File: src/rtl/minefield_ctrl.sv
// Minefield for the tank game: one LFSR-placed mine per row, pixel contact
// against player sprites, explosions committed once per frame at vsync.
module minefield_ctrl #(
    parameter int          ROWS         = 16,
    parameter int          COLS         = 12,
    parameter int          X0           = 64,
    parameter int          Y0           = 48,
    parameter int          NUM_PLAYERS  = 2,
    parameter int          FLASH_FRAMES = 8,
    parameter logic [15:0] SEED         = 16'hACE1
) (
    input  logic                   clk,
    input  logic                   reset,
    input  logic [8:0]             hpos,
    input  logic [8:0]             vpos,
    input  logic                   vsync,
    input  logic [NUM_PLAYERS-1:0] player_gfx,
    input  logic                   rearm,
    output logic                   mine_gfx,
    output logic [NUM_PLAYERS-1:0] hit,
    output logic [4:0]             mines_left,
    output logic                   all_clear,
    output logic                   flash
);

    localparam logic [0:0] ARMING = 1'b0;
    localparam logic [0:0] PLAY   = 1'b1;

    logic [0:0]             state;
    logic [3:0]             r_cnt;
    logic [15:0]            lfsr;
    logic [3:0]             xpos [16];
    logic [15:0]            exploded;
    logic [15:0]            row_mask;
    logic [NUM_PLAYERS-1:0] hit_pend;
    logic [3:0]             flash_cnt;
    logic                   vs_q;

    logic [8:0]             dxs;
    logic [8:0]             dys;
    logic [3:0]             row;
    logic                   in_x;
    logic                   in_y;
    logic                   pat;
    logic                   mine_pix;
    logic [NUM_PLAYERS-1:0] contact;
    logic [15:0]            row_hot;
    logic                   vs_rise;
    logic [3:0]             v_mod;
    logic [15:0]            newly;

    function automatic logic [4:0] popcnt(input logic [15:0] v);
        logic [4:0] n;
        n = '0;
        for (int i = 0; i < 16; i++)
            n = n + 5'(v[i]);
        return n;
    endfunction

    // Offsets wrap for pixels left of/above the window; the >= guards catch that.
    assign dxs  = (hpos - 9'(X0)) >> 3;
    assign dys  = (vpos - 9'(Y0)) >> 3;
    assign row  = dys[3:0];
    assign in_x = (hpos >= 9'(X0)) && (dxs < 9'(COLS));
    assign in_y = (vpos >= 9'(Y0)) && (dys < 9'(ROWS));
    assign pat  = (~(hpos[0] ^ hpos[1]) ^ (vpos[0] ^ vpos[1]))
                  & hpos[2] & vpos[2];

    assign mine_pix = in_x & in_y & pat
                      & (dxs == {5'b0, xpos[row]})
                      & ~exploded[row]
                      & (state == PLAY);

    assign mine_gfx  = mine_pix;
    assign contact   = player_gfx & {NUM_PLAYERS{mine_pix}};
    assign row_hot   = (|contact) ? (16'd1 << row) : 16'd0;
    assign vs_rise   = vsync & ~vs_q;
    assign newly     = row_mask & ~exploded;
    assign all_clear = (state == PLAY) && (mines_left == 5'd0);
    assign flash     = (flash_cnt != 4'd0);

    assign v_mod = ({1'b0, lfsr[3:0]} >= 5'(COLS))
                   ? lfsr[3:0] - 4'(COLS) : lfsr[3:0];

    always_ff @(posedge clk or negedge reset) begin
        if (!reset) begin
            state      <= ARMING;
            r_cnt      <= '0;
            lfsr       <= SEED;
            exploded   <= '0;
            row_mask   <= '0;
            hit_pend   <= '0;
            flash_cnt  <= '0;
            vs_q       <= 1'b0;
            hit        <= '0;
            mines_left <= '0;
            for (int i = 0; i < 16; i++)
                xpos[i] <= '0;
        end else begin
            lfsr <= {1'b0, lfsr[15:1]} ^ (lfsr[0] ? 16'hB400 : 16'h0000);
            vs_q <= vsync;
            hit  <= '0;
            unique case (state)
                ARMING: begin
                    xpos[r_cnt]     <= v_mod;
                    exploded[r_cnt] <= 1'b0;
                    if (r_cnt == 4'(ROWS - 1)) begin
                        state      <= PLAY;
                        r_cnt      <= '0;
                        mines_left <= 5'(ROWS);
                    end else begin
                        r_cnt <= r_cnt + 4'd1;
                    end
                    if (vs_rise && flash_cnt != 4'd0)
                        flash_cnt <= flash_cnt - 4'd1;
                end
                PLAY: begin
                    if (rearm) begin
                        state     <= ARMING;
                        r_cnt     <= '0;
                        hit_pend  <= '0;
                        row_mask  <= '0;
                        flash_cnt <= '0;
                    end else begin
                        // Clear-then-set so a contact on the commit clock
                        // carries into the next frame.
                        hit_pend <= (vs_rise ? '0 : hit_pend) | contact;
                        row_mask <= (vs_rise ? 16'd0 : row_mask) | row_hot;
                        if (vs_rise) begin
                            exploded   <= exploded | row_mask;
                            hit        <= hit_pend;
                            mines_left <= mines_left - popcnt(newly);
                            if (|row_mask)
                                flash_cnt <= 4'(FLASH_FRAMES);
                            else if (flash_cnt != 4'd0)
                                flash_cnt <= flash_cnt - 4'd1;
                        end
                    end
                end
            endcase
        end
    end

endmodule

File: config.mk
export PLATFORM = sky130hd
export DESIGN_NAME = minefield_ctrl
export DESIGN_NICKNAME = d
export VERILOG_FILES = /design/src/rtl/minefield_ctrl.sv
export SDC_FILE = /design/constraint.sdc
export NUM_CORES = 1
export LEC_CHECK = 0
export ABC_AREA = 1
export ABC_CLOCK_PERIOD_IN_PS = 5000
export CAP_MARGIN = 20
export CORE_ASPECT_RATIO = 1.5
export CORE_MARGIN = 2
export CORE_UTILIZATION = 35
export CTS_CLUSTER_DIAMETER = 120
export DETAILED_ROUTE_END_ITERATION = 8
export PLACE_DENSITY_LB_ADDON = 0.05
export SYNTH_ARGS = -nofsm -noshare
export SYNTH_HDL_FRONTEND = slang
export SYNTH_SLANG_ARGS = --single-unit
File: constraint.sdc
create_clock -name clk -period 5 [get_ports clk]
set_clock_uncertainty 0.2 [all_clocks]
set_input_delay 1 -clock clk [delete_from_list [all_inputs] [get_ports clk]]
set_output_delay 1 -clock clk [all_outputs]
set_load 0.02 [all_outputs]
# Word-level counts from Yosys, hierarchy flattened
# Cells that the tools add are included.
# op_classes
add_sub_neg,21
eq_ne,9
n_reduce_logical,13
muxes,39
bitwise_logic,26
n_shift,1
magnitude_cmp,11
# ops
cell,n
two-way mux 16 bit,6
bitwise mux 64 bit,1
adder 5 x 1 -> 5 bit,11
two-way mux 4 bit,11
bitwise AND 16 bit,2
NOT 16 bit,2
bitwise OR 16 bit,2
one-hot mux 16 bit (2 select lines),1
binary-select mux 4 bit (select 4 bit),1
demux 4 bit (select 4 bit),1
one-hot mux 4 bit (2 select lines),2
OR reduction 16 bit,1
"left shift 1 x 4 -> 16 bit, first input constant",1
bitwise XOR 15 x 16 -> 16 bit,1
two-way mux 5 bit,3
"greater-or-equal comparator 5 bit, second input constant",2
"< comparator 4 x 5 -> 1 bit, second input constant",2
two-way mux 2 bit,5
NOT 4 -> 5 bit,2
one-hot mux 5 bit (2 select lines),1
"greater-or-equal comparator 9 x 6 -> 1 bit, second input constant",1
"greater-or-equal comparator 9 x 7 -> 1 bit, second input constant",1
"subtractor 9 x 6 -> 9 bit, second input constant",1
"subtractor 9 x 7 -> 9 bit, second input constant",1
34 further kinds,58
# totals
word_cells,146
reg_bits,131
input_bits,24
out_inout_bits,10

# Longest topological paths before layout
# Gate-level depths: netlist (run 1).
# depth
word_depth,21
mapped_depth,21
depth_no_buf,21

# Worst setup path after synthesis (run 1)
# No wires, ideal clock.
# synth_timing
path_type,flip-flop to flip-flop
start,register row_mask[13]
end,register mines_left[4]
path_buffers,0
required_time_ps,4676
setup_slack_ps,-114
path_stages_with_launch,21
synth_period_minus_slack_ps,5114
t_arrival_ps,4790
setup_ps,124
path_cell_list,dfrtp_1 -> inv_1 -> or2_2 -> fa_1 -> inv_1 -> fa_1 -> inv_1 -> ha_1 -> or2_2 -> fa_1 -> fa_1 -> inv_1 -> fa_1 -> inv_1 -> ha_1 -> o21a_1 -> nor2_1 -> nor2_1 -> o21a_1 -> o32ai_1 -> inv_1
# synth_via
elab_chain_len,8
# synth_lines
element,line,rtl
from (decl),34,logic [15:0] row_mask;
from (signal assigned),128,row_mask <= (vs_rise ? 16'd0 : row_mask) | row_hot;
bitwise AND 16 bit,78,assign newly = row_mask & ~exploded;
adder 5 x 1 -> 5 bit (3 in series),56,n = n + 5'(v[i]);
subtractor 5 bit,132,mines_left <= mines_left - popcnt(newly);
two-way mux 5 bit,129,if (vs_rise) begin
two-way mux 5 bit,118,if (rearm) begin
one-hot mux 5 bit (2 select lines),103,unique case (state)
to (signal assigned),110,mines_left <= 5'(ROWS);
to (signal assigned),132,
to (decl),21,"output logic [4:0] mines_left,"
# No other way between the ends. The select of a mux whose other input is x is not followed.
# A chain may end at the register's enable or synchronous reset.

# Worst setup path after layout (run 1)
# layout_timing
start,register exploded[13]
end,register mines_left[4]
# layout_via
elab_chain_len,9
# layout_lines
element,line,rtl
from (decl),33,logic [15:0] exploded;
from (signal assigned),130,exploded <= exploded | row_mask;
NOT 16 bit,78,
bitwise AND 16 bit,78,
adder 5 x 1 -> 5 bit (3 in series),56,
subtractor 5 bit,132,
two-way mux 5 bit,129,
two-way mux 5 bit,118,
one-hot mux 5 bit (2 select lines),103,
# No other way between the ends. The select of a mux whose other input is x is not followed.

==> impl_metrics.py, run 1 <==
metrics = {
    "cts": {
        "cts_hold_buffers": 0,
        "insertion_delay_ns": 0.42,
        "clk_path_buf_depth": 2,
        "cts_sinks": 131,
        "numCtsBuffers": 17,
        "root_buffer": "clkbuf_16",
        "path_clk_slew_ns": 0.06,
        "cts_tree": "yes",
        "htreeDepth": 4,
    },
    "setup_path": {
        "reg2reg_setup_slack_ns": 0.08,
        "reg2reg_from": "exploded[13]$_DFFE_PN0P_",
        "r2r_cells": 19,
        "cp.depth": 19,
        "reg2reg_to": "mines_left[4]$_DFFE_PN0P_",
        "path_common_cell": "fa_1",
        "cp_max_fo": 3,
        "end_kind": "register",
        "worst_setup_path_start_kind": "register",
        "worst-setup-path-type": "reg2reg",
        "worst-endpoint-required_ns": 5.11,
        "crit_slowest_cell": "fa_1",
        "path_delay_family": "adder cells",
        "path_buf_inv": 5,
        "cp_cell_sequence": "or2_4 > fa_1 > inv_2 > fa_1 > inv_1 > ha_2 > or2_4 > fa_1 > fa_1 > inv_1 > fa_1 > inv_1 > ha_2 > o21a_1 > nor2_1 > nor2_1 > o21a_1 > o32ai_2 > inv_1",
        "arrival_ns": 5.03,
        "cp-endpoint": "mines_left[4]$_DFFE_PN0P_",
        "max_stage_delay_ns": 0.54,
        "crit_start": "exploded[13]$_DFFE_PN0P_",
    },
    "global_route": {
        "grt_max_degree": 89,
        "antenna_found_initial": 0,
        "overflow": 0,
        "grt_pass1_wl_um": 34110,
        "grt_pass1_vias": 6318,
        "grtUsageTotal_pct": 20.21,
    },
    "synthesis": {
        "synth_area_mm2": 0.007482,
        "synthSimpleGateAreaFrac_pct": 26.30,
        "synthMuxAreaShare_pct": 0,
        "synth_ff_type": "dfrtp_1",
        "synth_cell_type_count": 40,
        "syn-num-nets": 1003,
        "synth_seq_cells": 131,
        "syn_avg_cell_area_um2": 7.994,
        "async_flop_share_pct": 100.0,
        "netlist_instances": 936,
        "synth_compound_gate_area_share_pct": 10.22,
        "ys_seq_area_share_pct": 43.95,
        "synth_top_family_by_area": "simple AND/OR/NAND/NOR gates",
        "synth_edf_count": 0,
        "ys_warn_count": 0,
        "synth_fa_ha_area_share_pct": 8.997,
        "synthXorXnorAreaFrac_pct": 1.739,
    },
    "placed_design": {
        "portBuffers": 33,
        "dp.cells": 1255,
        "gp_congestion": 0.8116,
        "place_hpwl_um": 15810,
    },
    "detailed_routing": {
        "via_per_inst": 4.791,
        "first_pass_iters": 5,
        "drt.antenna.violating_nets": 0,
        "dr_total_vias": 6171,
        "post_drt_wl_per_cell_um": 16.75,
        "drtIter0Drc": 274,
        "finalWirelength_um": 21570,
        "drc": 0,
    },
    "final_layout": {
        "drive_above_1_share_pct": 12.65,
        "areaGrowthSynthToFinish_pct": 20.33,
        "finish.net_count": 1074,
        "regArea_mm2": 0.003288,
        "fillCellCount": 2172,
        "finalNonFillerCells": 1288,
        "antennaDiodeCount": 0,
        "final_common_cell": "nand2_1",
        "multi_input_area_mm2": 0.003568,
        "final_cell_mix": "nand2_1 (311), dfrtp_1 (123), inv_1 (113), o21ai_0 (70), nor2_1 (60)",
    },
    "sta": {
        "final.period_utilization_pct": 98.36,
        "hold_viol": 0,
        "clock.fmax_ghz": 0.2033,
        "finalSetupViolCount": 0,
        "holdWs_ns": 0.1496,
        "fin_crit_ns": 4.918,
        "fin_setup_tns_ns": 0,
        "slew_headroom_pct": 42.44,
        "worst_pin_slew_ns": 0.8635,
        "rsz0062_at_grt": "true",
        "finalMaxSlewViolations": 0,
    },
    "outcome": {
        "status": "completed",
    },
    "floorplan": {
        "num_rows": 65,
        "die_w_um": 123.4,
        "coreArea_mm2": 0.02098,
        "start_util_pct": 35.66,
        "die_area_mm2": 0.02259,
        "ios": 34,
        "die_h_um": 183.1,
    },
    "hold_path": {
        "min_path_type": "reg2reg",
    },
    "job": {
        "cap_viol_max_count": 0,
    },
}
[cell families (layout without fill, tap and decap cells)]
group	Yosys count	count (layout)
and+or+nand+nor	458	458
buffers and inverters	155	239
AOI/OAI and AO/OA	135	135
DFF	131	131
adders and majority gates	43	43
xor gates and xnor gates	14	14
[per-layer routing]
metal  part of all wire, %  wire length, µm  up-vias  GRT usage (%)
li1                      -                -     3114              -
met5                     0                0        -              0
met1                    41             8925     2959          23.49
met3                   1.9              400       29          2.705
met4                   3.0              654        0          8.182
met2                    54            11590       69          36.68
[worst reg2reg max path, cell delays in order, from the launching register on]
cell and delay, ns:
dfrtp_1 0.37, or2_4 0.25, fa_1 0.50, inv_2 0.04, fa_1 0.54, inv_1 0.05, ha_2 0.16, or2_4 0.22
fa_1 0.45, fa_1 0.49, inv_1 0.05, fa_1 0.50, inv_1 0.05, ha_2 0.17, o21a_1 0.19, nor2_1 0.08
nor2_1 0.06, o21a_1 0.20, o32ai_2 0.19, inv_1 0.06
[what timing repair did]
item	in CTS	in global routing
cloned	0	0
pin swaps	12	5
setup buffers	1	0
setup endpoints to repair	1	4
endpoints found under the hold margin	0	0
gates resized for setup	3	6
[area by class of cell]
type,count,area share (%)
Sequential cell,131,36.52
Clock inverter,15,1.765
Multi-Input combinational cell,650,39.63
Tap cell,268,3.724
Inverter,120,5.003
Clock buffer,17,4.725
Timing Repair Buffer,87,8.630
[sequential cells by signal, summed over array words and instances, names as in the netlist]
register / count
vs_q: 1
row_mask: 16
hit: 2
state: 1
exploded: 16
flash_cnt: 4
xpos: 64
r_cnt: 4
lfsr: 16
hit_pend: 2
mines_left: 5
[worst min-delay path by stage]
stage	start	end	slack, ns	depth (start not counted)
2_1_floorplan	lfsr[4]$_DFF_PN0_	lfsr[3]$_DFF_PN0_	0.13	0
3_3_place_gp	lfsr[4]$_DFF_PN0_	lfsr[3]$_DFF_PN0_	0.14	0
3_5_place_dp	lfsr[4]$_DFF_PN0_	lfsr[3]$_DFF_PN0_	0.14	0
4_1_cts	lfsr[4]$_DFF_PN0_	lfsr[3]$_DFF_PN0_	0.15	0
5_1_grt	lfsr[9]$_DFF_PN0_	lfsr[8]$_DFF_PN0_	0.16	0
6_report	lfsr[9]$_DFF_PN0_	lfsr[8]$_DFF_PN0_	0.15	0
[through the flow]
stage | util [%] | worst slack, ns | instance area (µm²)
after CTS | 42.84 | 0.01403 | 8989
after detailed placement | 39.96 | -0.04145 | 8384
after global routing | 42.91 | -0.1029 | 9004
final | 42.91 | 0.08209 | 9004
after floorplan | - | 0.04288 | 7490
after global placement | 39.96 | -0.01263 | 8384
[cell usage after synthesis (2+ instances only)]
master,number,area share (%)
xnor2_1,5,0.59
nor2_1,61,3.1
nand3_1,29,1.9
nor2_8,2,0.54
inv_2,4,0.20
nor2_2,2,0.17
buf_2,7,0.47
o21a_1,4,0.40
dfstp_2,8,2.8
inv_1,115,5.8
nor3_1,19,1.3
nand3b_1,2,0.20
xor2_1,8,0.94
ha_1,25,4.2
o22ai_1,4,0.33
nor4_1,4,0.33
nand3_2,6,0.80
o21ai_0,70,4.7
or2_2,5,0.42
nand4_1,11,0.92
buf_6,8,1.2
a21oi_1,25,1.7
o31ai_1,2,0.20
dfrtp_1,123,41
o21ai_1,11,0.74
o32ai_1,2,0.23
fa_1,18,4.8
nor2_4,2,0.30
o2111ai_1,16,1.9
nand2_1,311,16
clkbuf_1,17,0.85
buf_4,2,0.20
Power of run 1 is not shown: default switching activity piles up to over one toggle a cycle in this logic, so the estimate is an artifact.
==> run 2, diff against run 1 <==
--- a/config.mk
+++ b/config.mk
@@ -5,7 +5,6 @@
 export SDC_FILE = /design/constraint.sdc
 export NUM_CORES = 1
 export LEC_CHECK = 0
-export ABC_AREA = 1
 export ABC_CLOCK_PERIOD_IN_PS = 5000
 export CAP_MARGIN = 20
 export CORE_ASPECT_RATIO = 1.5
==> impl_metrics.py, run 2 <==
metrics = {
    "placed_design": {
        "place_hpwl_um": 13960,
        "portBuffers": 33,
        "gp_congestion": 0.8412,
        "placed_area_mm2": 0.007950,
    },
    "final_layout": {
        "final_cell_mix": "dfrtp_1 (123), nand2_1 (84), buf_4 (60), o21ai_0 (49), inv_1 (44)",
        "antennaDiodeCount": 0,
        "drive_above_1_share_pct": 22.28,
        "areaGrowthSynthToFinish_pct": 24.02,
        "largest_register": "xpos",
        "final_common_cell": "dfrtp_1",
        "final_area_mm2": 0.008665,
        "finish.net_count": 799,
        "fillCellCount": 1938,
        "largest_reg_flops": 64,
    },
    "detailed_routing": {
        "routedLengthMet1_um": 7525,
        "routed.top_layer": "met4",
        "drtIter0Drc": 253,
        "first_pass_iters": 6,
        "drc": 0,
        "route.met3.wl_um": 509,
        "post_drt_wl_per_cell_um": 18.75,
        "dr_total_vias": 5100,
        "via_per_inst": 5.075,
        "finalWirelength_um": 18840,
        "dr_wl_met2_um": 10150,
        "drt.antenna.violating_nets": 0,
    },
    "cts": {
        "clk_path_buf_depth": 2,
        "cts_sinks": 131,
        "path_clk_slew_ns": 0.07,
        "numCtsBuffers": 17,
        "htreeDepth": 4,
        "cts_hold_buffers": 0,
        "cts_tree": "yes",
        "insertion_delay_ns": 0.43,
        "root_buffer": "clkbuf_16",
    },
    "synthesis": {
        "syn-num-nets": 716,
        "synthMuxAreaShare_pct": 12.39,
        "synth_ff_type": "dfrtp_1",
        "synth_seq_cells": 131,
        "synth_compound_gate_area_share_pct": 11.12,
        "synth_top_family_by_area": "multiplexers",
        "synth_cell_type_count": 51,
        "syn_avg_cell_area_um2": 10.77,
        "synth_fa_ha_area_share_pct": 9.635,
        "ys_warn_count": 0,
        "async_flop_share_pct": 100.0,
        "synthXorXnorAreaFrac_pct": 2.256,
        "synth_edf_count": 0,
        "ys_seq_area_share_pct": 47.06,
        "synth.most_common_cell": "dfrtp_1",
        "synthSimpleGateAreaFrac_pct": 12.37,
        "synthTopCellsByArea": "dfrtp_1 (44%), fa_1 (5.2%), mux2_2 (4.8%)",
        "netlist_instances": 649,
        "yosys-top-cells-count": "dfrtp_1 (123), nand2_1 (85), o21ai_0 (50)",
        "netlist.area_leader.share_pct": 44.05,
        "synth_top_cell_by_area": "dfrtp_1",
        "synth_area_mm2": 0.006987,
    },
    "power_and_ir_drop": {
        "power_density_mw_per_mm2": 426.9,
        "switching_share_pct": 35.87,
        "power.leakage_nw": 4.059,
        "pwr-share-clk_pct": 34.3,
        "pwr-share-seq_pct": 31.9,
        "p_sw_w": 0.001327,
        "power_frac_comb_pct": 33.8,
        "intPower_w": 0.002372,
        "peakVddDrop_mv": 0.2088,
    },
    "sta": {
        "clock.fmax_ghz": 0.2058,
        "finalSetupViolCount": 0,
        "fin_crit_ns": 4.859,
        "holdWs_ns": 0.1485,
        "slew_headroom_pct": 27.67,
        "fin_setup_tns_ns": 0,
        "finalMaxSlewViolations": 0,
        "worst_pin_slew_ns": 1.083,
        "final.period_utilization_pct": 97.18,
        "hold_viol": 0,
    },
    "floorplan": {
        "num_rows": 63,
        "die_h_um": 177.0,
        "die_area_mm2": 0.02113,
        "start_util_pct": 35.45,
        "die_w_um": 119.4,
        "ios": 34,
        "coreArea_mm2": 0.01971,
    },
    "global_route": {
        "grt_pass1_wl_um": 30090,
        "grt_pass1_vias": 5396,
        "grtUsageTotal_pct": 19.09,
        "antenna_found_initial": 0,
        "grt_max_degree": 106,
        "overflow": 0,
    },
    "job": {
        "cap_viol_max_count": 0,
    },
    "setup_path": {
        "arrival_ns": 4.97,
        "worst_setup_path_start_kind": "register",
        "path_buf_inv": 4,
        "path_common_cell": "fa_1",
        "cp_max_fo": 3,
        "path_delay_family": "adder cells",
        "reg2reg_setup_slack_ns": 0.14,
        "worst-setup-path-type": "reg2reg",
        "max_stage_delay_ns": 0.55,
        "cp_cell_sequence": "nand2b_4 > fa_1 > inv_2 > fa_1 > inv_1 > ha_1 > or2_4 > fa_1 > fa_1 > inv_1 > fa_1 > inv_1 > ha_4 > or3_1 > a32o_1",
        "worst-endpoint-required_ns": 5.11,
        "end_kind": "register",
        "crit_slowest_cell": "fa_1",
    },
    "outcome": {
        "status": "completed",
    },
    "hold_path": {
        "min_path_type": "reg2reg",
    },
}
## run 2: cell types whose count changed in the layout (fill, tap and decap cells not counted), moves of 9 or more
cell,before,now
buf_4,51,60
inv_1,113,44
nor3_1,19,3
o21ai_0,70,49
nor2_1,60,16
mux2_2,0,30
o21ai_2,0,11
a21oi_1,25,36
mux2i_1,0,22
o2111ai_1,16,0
mux4_1,0,10
o21ai_1,11,1
nand2_1,311,84
nor2b_1,0,19
## run 2: per-layer routing
| metal | vias to the layer above | GRT usage [%] |
|---|---|---|
| li1 | 2415 | - |
| met1 | 2559 | 21.53 |
| met2 | 92 | 34.89 |
| met3 | 34 | 3.383 |
| met4 | 0 | 8.775 |
| met5 | - | 0 |
## run 2: final cells by class
class,count,area (µm²),area share [%]
clock inverters,15,183.9,2.123
multi-input cells,439,3433,39.62
flip-flops and latches,131,3288,37.95
well taps,260,325.3,3.755
repair buffers,96,832.0,9.603
clock buffers,17,425.4,4.910
inverters,47,176.4,2.036
## run 2: cells by family after synthesis
group	Yosys count
adder cells (fa/ha/maj)	43
flip-flops	131
XOR/XNOR	18
AND/OR/NAND/NOR	184
AO/OA/AOI/OAI	130
buffers and inverters	79
multiplexers	64
## run 2: final timing paths
kind,start,to,depth (start not counted)
hold / removal,lfsr[4]$_DFF_PN0_,lfsr[3]$_DFF_PN0_,0
min in group asynchronous,reset,xpos[49]$_DFFE_PN0P_,1
setup reg to reg,exploded[14]$_DFFE_PN0P_,mines_left[2]$_DFFE_PN0P_,15
hold reg to reg,lfsr[4]$_DFF_PN0_,lfsr[3]$_DFF_PN0_,0
setup / recovery,exploded[14]$_DFFE_PN0P_,mines_left[2]$_DFFE_PN0P_,15
max in group asynchronous,reset,exploded[11]$_DFFE_PN0P_,2
## run 2: power by group through the flow
stage | Sequential, W | Clock [W] | Combinational (W)
global route | 0.00119 | 0.00135 | 0.00138
CTS | 0.00118 | 0.00131 | 0.00123
finish | 0.00118 | 0.00127 | 0.00125
floorplan | 0.00117 | 0 | 0.000698
global placement | 0.00120 | 0 | 0.00111
detailed placement | 0.00120 | 0 | 0.00113
## run 2: timing repair
item                       4_1_cts  5_1_grt
setup endpoints to repair        4        5
setup buffers                    0        2
pin swaps                        5       11
gates resized for setup         11       13
## run 2: stage by stage
step | util, % | power, W | instances | setup WS (ns)
final | 43.97 | 0.003699 | 1005 | 0.1408
after global placement | 40.34 | 0.002310 | 971 | -0.4023
after floorplan | - | 0.001871 | 649 | 0.1380
after CTS | 43.70 | 0.003718 | 1003 | 0.003801
after global routing | 43.97 | 0.003926 | 1005 | -0.01456
after detailed placement | 40.34 | 0.002328 | 971 | -0.4935
(Power assumes the default switching activity.)
